==> src/rtl/sensor_display_gate.sv <==
// sensor_display_gate: merges DS18B20 temperature and MAX30102 heart-rate/SpO2
// results into one snapshot and issues a rate-limited, change-only redraw
// strobe (sensor_done) to the OLED controller. Published values stay stable
// until the next publish.
// Optional build macro: SENSOR_RANGE_CLAMP_EN clamps sensor values on capture.
module sensor_display_gate #(
    parameter int unsigned MIN_INTERVAL_CYC = 25_000_000,
    parameter int unsigned ACK_TIMEOUT_CYC  = 50_000_000,
    parameter int unsigned CNT_W            = 26
) (
    input  logic       sys_clk,
    input  logic       rst_n,
    input  logic       temp_done,
    input  logic [7:0] temp_int_in,
    input  logic [7:0] temp_deci_in,
    input  logic       hr_valid,
    input  logic [7:0] heart_rate_in,
    input  logic [7:0] spo2_in,
    input  logic       disp_ready,
    output logic       sensor_done,
    output logic [7:0] temp_int,
    output logic [7:0] temp_deci,
    output logic [7:0] heart_rate,
    output logic [7:0] spo2,
    output logic       ack_timeout
);

    typedef enum logic [1:0] {S_WAIT, S_PUB, S_BUSY, S_DONE} state_e;

    localparam logic [CNT_W-1:0] IntervalMax = CNT_W'(MIN_INTERVAL_CYC);
    // Timeout counter is 0 in the publish cycle, so the last waiting cycle is N-1.
    localparam logic [CNT_W-1:0] TimeoutLast = CNT_W'(ACK_TIMEOUT_CYC - 1);

    state_e           state_q, state_d;
    logic [7:0]       sh_temp_int_q, sh_temp_deci_q, sh_hr_q, sh_spo2_q;
    logic [7:0]       sh_temp_int_d, sh_temp_deci_d, sh_hr_d, sh_spo2_d;
    logic [7:0]       temp_int_d, temp_deci_d, heart_rate_d, spo2_d;
    logic             dirty_q, dirty_d;
    logic [CNT_W-1:0] icnt_q, icnt_d;
    logic [CNT_W-1:0] tcnt_q, tcnt_d;
    logic             go_pub, timeout_fire, expired, timed_out;
    logic [7:0]       temp_deci_cl, hr_cl, spo2_cl;

`ifdef SENSOR_RANGE_CLAMP_EN
    // Below 30 bpm is reported as 0, meaning "no pulse".
    assign hr_cl        = (heart_rate_in < 8'd30)  ? 8'd0   :
                          (heart_rate_in > 8'd220) ? 8'd220 : heart_rate_in;
    assign spo2_cl      = (spo2_in > 8'd100)      ? 8'd100 : spo2_in;
    assign temp_deci_cl = (temp_deci_in > 8'd9)   ? 8'd9   : temp_deci_in;
`else
    assign hr_cl        = heart_rate_in;
    assign spo2_cl      = spo2_in;
    assign temp_deci_cl = temp_deci_in;
`endif

    assign expired   = (icnt_q == IntervalMax);
    assign timed_out = (tcnt_q >= TimeoutLast);

    // FSM state register
    always_ff @(posedge sys_clk or negedge rst_n) begin
        if (!rst_n) state_q <= S_WAIT;
        else        state_q <= state_d;
    end

    // Next-state logic, publish decision and timeout detection
    always_comb begin
        state_d      = state_q;
        go_pub       = 1'b0;
        timeout_fire = 1'b0;
        unique case (state_q)
            S_WAIT: begin
                if (dirty_q && expired && disp_ready) begin
                    state_d = S_PUB;
                    go_pub  = 1'b1;
                end
            end
            S_PUB:  state_d = S_BUSY;
            S_BUSY: begin
                if (!disp_ready) begin
                    state_d = S_DONE;
                end else if (timed_out) begin
                    state_d      = S_WAIT;
                    timeout_fire = 1'b1;
                end
            end
            S_DONE: begin
                if (disp_ready) begin
                    state_d = S_WAIT;
                end else if (timed_out) begin
                    state_d      = S_WAIT;
                    timeout_fire = 1'b1;
                end
            end
            default: state_d = S_WAIT;
        endcase
    end

    // Next shadows, outputs, dirty flag and counters
    always_comb begin
        sh_temp_int_d  = sh_temp_int_q;
        sh_temp_deci_d = sh_temp_deci_q;
        sh_hr_d        = sh_hr_q;
        sh_spo2_d      = sh_spo2_q;
        if (temp_done) begin
            sh_temp_int_d  = temp_int_in;
            sh_temp_deci_d = temp_deci_cl;
        end
        if (hr_valid) begin
            sh_hr_d   = hr_cl;
            sh_spo2_d = spo2_cl;
        end
        // Outputs take the shadows as they stand before this cycle's capture.
        temp_int_d   = go_pub ? sh_temp_int_q  : temp_int;
        temp_deci_d  = go_pub ? sh_temp_deci_q : temp_deci;
        heart_rate_d = go_pub ? sh_hr_q        : heart_rate;
        spo2_d       = go_pub ? sh_spo2_q      : spo2;
        // Shadows only change on capture, so this is "captured data differs from
        // what is (or is about to be) published".
        dirty_d = ({sh_temp_int_d, sh_temp_deci_d, sh_hr_d, sh_spo2_d} !=
                   {temp_int_d, temp_deci_d, heart_rate_d, spo2_d});
        icnt_d = icnt_q;
        if (go_pub)             icnt_d = '0;
        else if (!expired)      icnt_d = icnt_q + 1'b1;
        tcnt_d = tcnt_q;
        if (go_pub)                         tcnt_d = '0;
        else if (state_q != S_WAIT && !timed_out) tcnt_d = tcnt_q + 1'b1;
    end

    // Shadow, dirty and counter registers
    always_ff @(posedge sys_clk or negedge rst_n) begin
        if (!rst_n) begin
            sh_temp_int_q  <= '0;
            sh_temp_deci_q <= '0;
            sh_hr_q        <= '0;
            sh_spo2_q      <= '0;
            dirty_q        <= 1'b0;
            icnt_q         <= IntervalMax;
            tcnt_q         <= '0;
        end else begin
            sh_temp_int_q  <= sh_temp_int_d;
            sh_temp_deci_q <= sh_temp_deci_d;
            sh_hr_q        <= sh_hr_d;
            sh_spo2_q      <= sh_spo2_d;
            dirty_q        <= dirty_d;
            icnt_q         <= icnt_d;
            tcnt_q         <= tcnt_d;
        end
    end

    // Published outputs and strobes; values and sensor_done change on the same edge
    always_ff @(posedge sys_clk or negedge rst_n) begin
        if (!rst_n) begin
            temp_int    <= '0;
            temp_deci   <= '0;
            heart_rate  <= '0;
            spo2        <= '0;
            sensor_done <= 1'b0;
            ack_timeout <= 1'b0;
        end else begin
            temp_int    <= temp_int_d;
            temp_deci   <= temp_deci_d;
            heart_rate  <= heart_rate_d;
            spo2        <= spo2_d;
            sensor_done <= go_pub;
            ack_timeout <= timeout_fire;
        end
    end

endmodule

==> config.mk <==
export PLATFORM = sky130hd
export DESIGN_NAME = sensor_display_gate
export DESIGN_NICKNAME = d
export VERILOG_FILES = /design/src/rtl/sensor_display_gate.sv
export SDC_FILE = /design/constraint.sdc
export NUM_CORES = 1
export LEC_CHECK = 0
export CAP_MARGIN = 20
export CORE_ASPECT_RATIO = 1.4
export CORE_UTILIZATION = 56
export CTS_BUF_LIST = sky130_fd_sc_hd__clkbuf_16
export DETAILED_ROUTE_END_ITERATION = 7
export GPL_TIMING_DRIVEN = 0
export PLACE_DENSITY = 0.8
export SYNTH_ARGS = -nofsm -noshare
export SYNTH_HDL_FRONTEND = slang
export SYNTH_SLANG_ARGS = --single-unit
==> constraint.sdc <==
create_clock -name sys_clk -period 3.2 [get_ports sys_clk]
set_input_delay 0.48 -clock sys_clk [delete_from_list [all_inputs] [get_ports sys_clk]]
set_output_delay 0.48 -clock sys_clk [all_outputs]
set_load 0.01 [all_outputs]
After elaboration in Yosys (flattened, before gate mapping)
Index checks and enable logic that the tools add are counted.

Flip-flop bits (word level): 121. Input bits: 37. Output and inout port bits: 34. Logic and storage cells: 54.

$add $sub $neg: 2. Magnitude comparators: 1. Equality and inequality tests: 7. Muxes and demuxes: 23. Reductions and logical operators: 7.

Operators by type and width (count): 26-bit 2-to-1 mux (4); 8-bit 2-to-1 mux (8); 26-bit by 1-bit adder with 26-bit output (second input constant) (2); 32-bit != test (1); 26-bit by 25-bit == test with 1-bit output (second input constant) (1); 26-bit greater-or-equal comparator (second input constant) (1); 2-bit 2-to-1 mux (4); 2-bit case mux with 4 select lines (1); 1-bit 2-to-1 mux (5); 2-bit == test (second input constant) (2); 2-bit != test (second input constant) (2); 2-bit nonzero test (2); 1-bit logical AND (3); 2-bit by 1-bit == test with 1-bit output (second input constant) (1); 2-bit zero test (1); 1-bit case mux with 2 select lines (1); 1-bit zero test (1).

Depth between registers and ports, before layout
Word-level depth: 7. Depth in mapped cells: 11. Gate-level depth less buffers: 9.

Worst setup path after synthesis
No wires, ideal clock.

Path kind: register -> register. Start: register icnt_q[12]. End: register dirty_q. Setup time: 140 ps. Arrival: 2734 ps. Data required time: 3060 ps. Setup slack: 326 ps. Cell stages (with the launch flop): 9. Buffers on the path: 1. Period minus slack after synthesis: 2874 ps. Path through: dfstp_2 or4bb_1 or4_4 buf_2 nor4_1 nor4_1 or3b_2 nor4_1 nand4_1.

Word-level cells in the longest chain between the ends: 7. Elaborated cells on any way between the ends: 10. Classes of those cells: 2 x eq/ne; 6 x mux; 2 x reduce/logical.

RTL lines: start, declared (RTL line 39) `logic [CNT_W-1:0] icnt_q, icnt_d;`; start signal, assigned (RTL line 137) `icnt_q <= IntervalMax;`; start signal, assigned (RTL line 145) `icnt_q <= icnt_d;`; 26-bit by 25-bit == test with 1-bit output * (RTL line 56) `assign expired = (icnt_q == IntervalMax);`; 1-bit logical AND * (2 in a row) (RTL line 72) `if (dirty_q && expired && disp_ready) begin`; 1-bit 2-to-1 mux * (RTL line 72); 1-bit 2-to-1 mux * (RTL line 70) `unique case (state_q)`; 8-bit 2-to-1 mux, on equally long branches; 32-bit != test * (RTL line 119) `dirty_d = ({sh_temp_int_d, sh_temp_deci_d, sh_hr_d, sh_spo2_d} !=`; net dirty_d (RTL line 38) `logic dirty_q, dirty_d;`; end signal, assigned (RTL line 144) `dirty_q <= dirty_d;`; end, declared (RTL line 38).

The timed path passes the listed nets; every way through them passes the cells marked *. A chain may end at the register's enable or synchronous reset.

Worst setup path in the final report
Ends and elaborated chain as after synthesis.

==> flow_summary.yaml <==
timing:
  relSlewSlack: 0.3611
  clock_skew_ns: 0.01195
  post-route-min-period_ns: 3.175
  drv_slew: 0
  worst_pin_slew_ns: 0.9554
  setup_viol: 0
  holdWs_ns: 0.4804
  fmax_mhz: 315.0
  hold_viol: 0
  timing.final.crit_share: 0.9921
  rsz0062_at_grt: "yes"
logic_synthesis:
  synth_sequential_area_ratio: 0.4908
  syn_area_per_cell_um2: 10.02
  syn_inst: 619
  yosysUniqueCellTypes: 52
  async_flop_share: 1.000
  synth_area_um2: 6200
  ys_warn_count: 0
  ys.flop_type: "dfrtp_1"
  synth_top_area_frac: 0.4400
  synth_area_leaders: "dfrtp_1 44%, mux2_2 6.4%, nand2_1 5.6%"
  synth.net_count: 659
  synth-edff-count: 0
  ys_ff_latch: 121
  yosysTopAreaCell: "dfrtp_1"
global_route:
  grt_pass1_vias: 5440
  grt_max_degree: 94
  antenna_found_initial: 0
  grt_pass1_wl_mm: 26.18
  grt_use_total: 0.2928
  gr-total-overflow: 0
finish:
  n_antenna_cell: 0
  mostFrequentLayoutCell: "dfrtp_1"
  drive_gt1_frac: 0.1816
  multi_input_area_um2: 3093
  nets: 765
  fillers: 782
  register_area_um2: 3044
  final_cell_mix: "108 x dfrtp_1, 92 x nand2_1, 66 x clkdlybuf4s50_1"
  synthToLayoutAreaGrowth_pct: 27.61
  reg_top3: "icnt_q (26), tcnt_q (26)"
  fin_util: 0.7318
die:
  io_pins: 71
  core_region_area_um2: 10810
  die_h_um: 126.5
  die_x_um: 90.93
  rows: 45
  start_util: 0.5735
  die_area_um2: 11500
flow_run:
  drv_cap: 0
clocking:
  numCtsBuffers: 17
  cts_root_buffer: "clkbuf_16"
  clk-insertion-delay-late_ns: 0.42
  htree_num_levels: 4
  cts_num_sinks: 121
  clock_path_buffers: 2
  cts_tree: "done"
  clkTransAtPathRegs_ns: 0.06
route:
  post_drt_wl_per_cell_um: 18.55
  drt_iter0_drc: 327
  drt_wl_total_mm: 16.30
  ant_nets: 0
  via_count: 5353
  drc: 0
  firstDrtPassIters: 5
  drt-vias-per-instance: 6.090
power:
  vdd.ir_drop.worst_uv: 339.4
  power_density_nw_per_um2: 498.0
  p_leak_nw: 3.262
  p_total_w: 0.003940
worst_hold_path:
  hp-class: "reg2reg"
critical_path:
  required_ns: 3.49
  end_kind: "flop"
  worstPathArrival_ns: 3.46
  critPathLaunchType: "flop"
  crit_fanout: 10
  path_class: "reg2reg"
placed_design:
  io_buffers: 68
  gp_congestion: 0.8874
  place_hpwl_mm: 10.97
run_status:
  status: "complete, no violations"
## synthesized netlist by cell type, types with 2 or more instances
cell type,instances
mux2i_1,2
nor2_1,50
clkbuf_1,16
nor3_1,11
a21o_1,5
a21oi_1,9
mux2_2,35
or4_1,15
nand3_1,25
a21boi_0,7
and4_1,6
or3_1,6
nand3b_1,2
nand2_1,92
nor4_1,8
xnor2_1,14
o2111ai_1,11
ha_1,3
buf_1,4
nand4_1,30
nand4bb_1,3
nor4_2,4
a211oi_1,7
or3b_2,4
o22ai_1,6
o21ai_0,23
and2_1,9
or4b_4,2
or2_2,5
xor2_1,33
dfstp_2,12
dfrtp_1,109
o21ai_1,2
buf_2,4
inv_1,9
and3_1,15
mux2_1,6
## timing repair
item	in CTS	in global routing
hold buffers	1	0
buffers inserted	9	8
pin swaps	6	4
gates resized for setup	16	10
endpoints found under the hold margin	27	0
setup endpoints to repair	31	8
## metal layers
metal  wire, um  track usage  vias to the layer above
met2       8419       0.5102                      194
met5          0            0                        -
met4        688       0.1858                        0
met1       6395       0.3305                     2649
li1           -            -                     2452
met3        799      0.05216                       58
## where the power goes
part / switching, W / leakage [nW] / internal [W]
clock: 0.000783 / 0.274 / 0.00110
combinational: 0.000253 / 1.57 / 0.000171
sequential: 0.0000491 / 1.42 / 0.00159
## critical path: stages (launching register included)
cell and delay (ns):
dfstp_2 0.56, or4bb_4 0.60, or4_4 0.55, buf_6 0.17, nor4_2 0.15, nor4_1 0.11
or3b_2 0.48, nor4_2 0.30, nand4_1 0.12
## through the flow
step | setup TNS (ns) | std cells | setup WS, ns | area [um^2]
6_report | 0 | 879 | 0.02515 | 7911
3_5_place_dp | -6.773 | 829 | -1.195 | 7086
3_3_place_gp | -338.03 | 828 | -2.893 | 7057
2_1_floorplan | 0 | 619 | 0.3261 | 6200
5_1_grt | -0.06770 | 879 | -0.06770 | 7911
4_1_cts | 0 | 871 | 0.01149 | 7825
## final cells by class
cell class	count	area share
multi-input cells	464	0.3910
flip-flops and latches	121	0.3848
repair buffers	87	0.1079
clock buffers	17	0.05377
well taps	141	0.02230
clock inverters	15	0.01961
plain buffers	25	0.01645
inverters	9	0.004270
## logic make-up after synthesis
logic type | Yosys count | share of synthesized area
compound gates | 77 | 0.08093
buf+inv | 34 | 0.02260
fa+ha+maj | 4 | 0.007670
flops | 121 | 0.4908
simple gates | 293 | 0.2539
mux | 43 | 0.07770
xor+xnor | 47 | 0.06640
## final timing paths
check	depth (start not counted)	start	to	slack (ns)
min reg2reg	1	icnt_q[25]	icnt_q[25]	0.48
max reg2reg	8	icnt_q[12]	dirty_q	0.03
max in group asynchronous	3	rst_n	icnt_q[18]	1.94
min	1	icnt_q[25]	icnt_q[25]	0.48
max	8	icnt_q[12]	dirty_q	0.03
min in group asynchronous	2	rst_n	sh_temp_int_q[6]	0.51
Power figures use the tool's default switching activity.
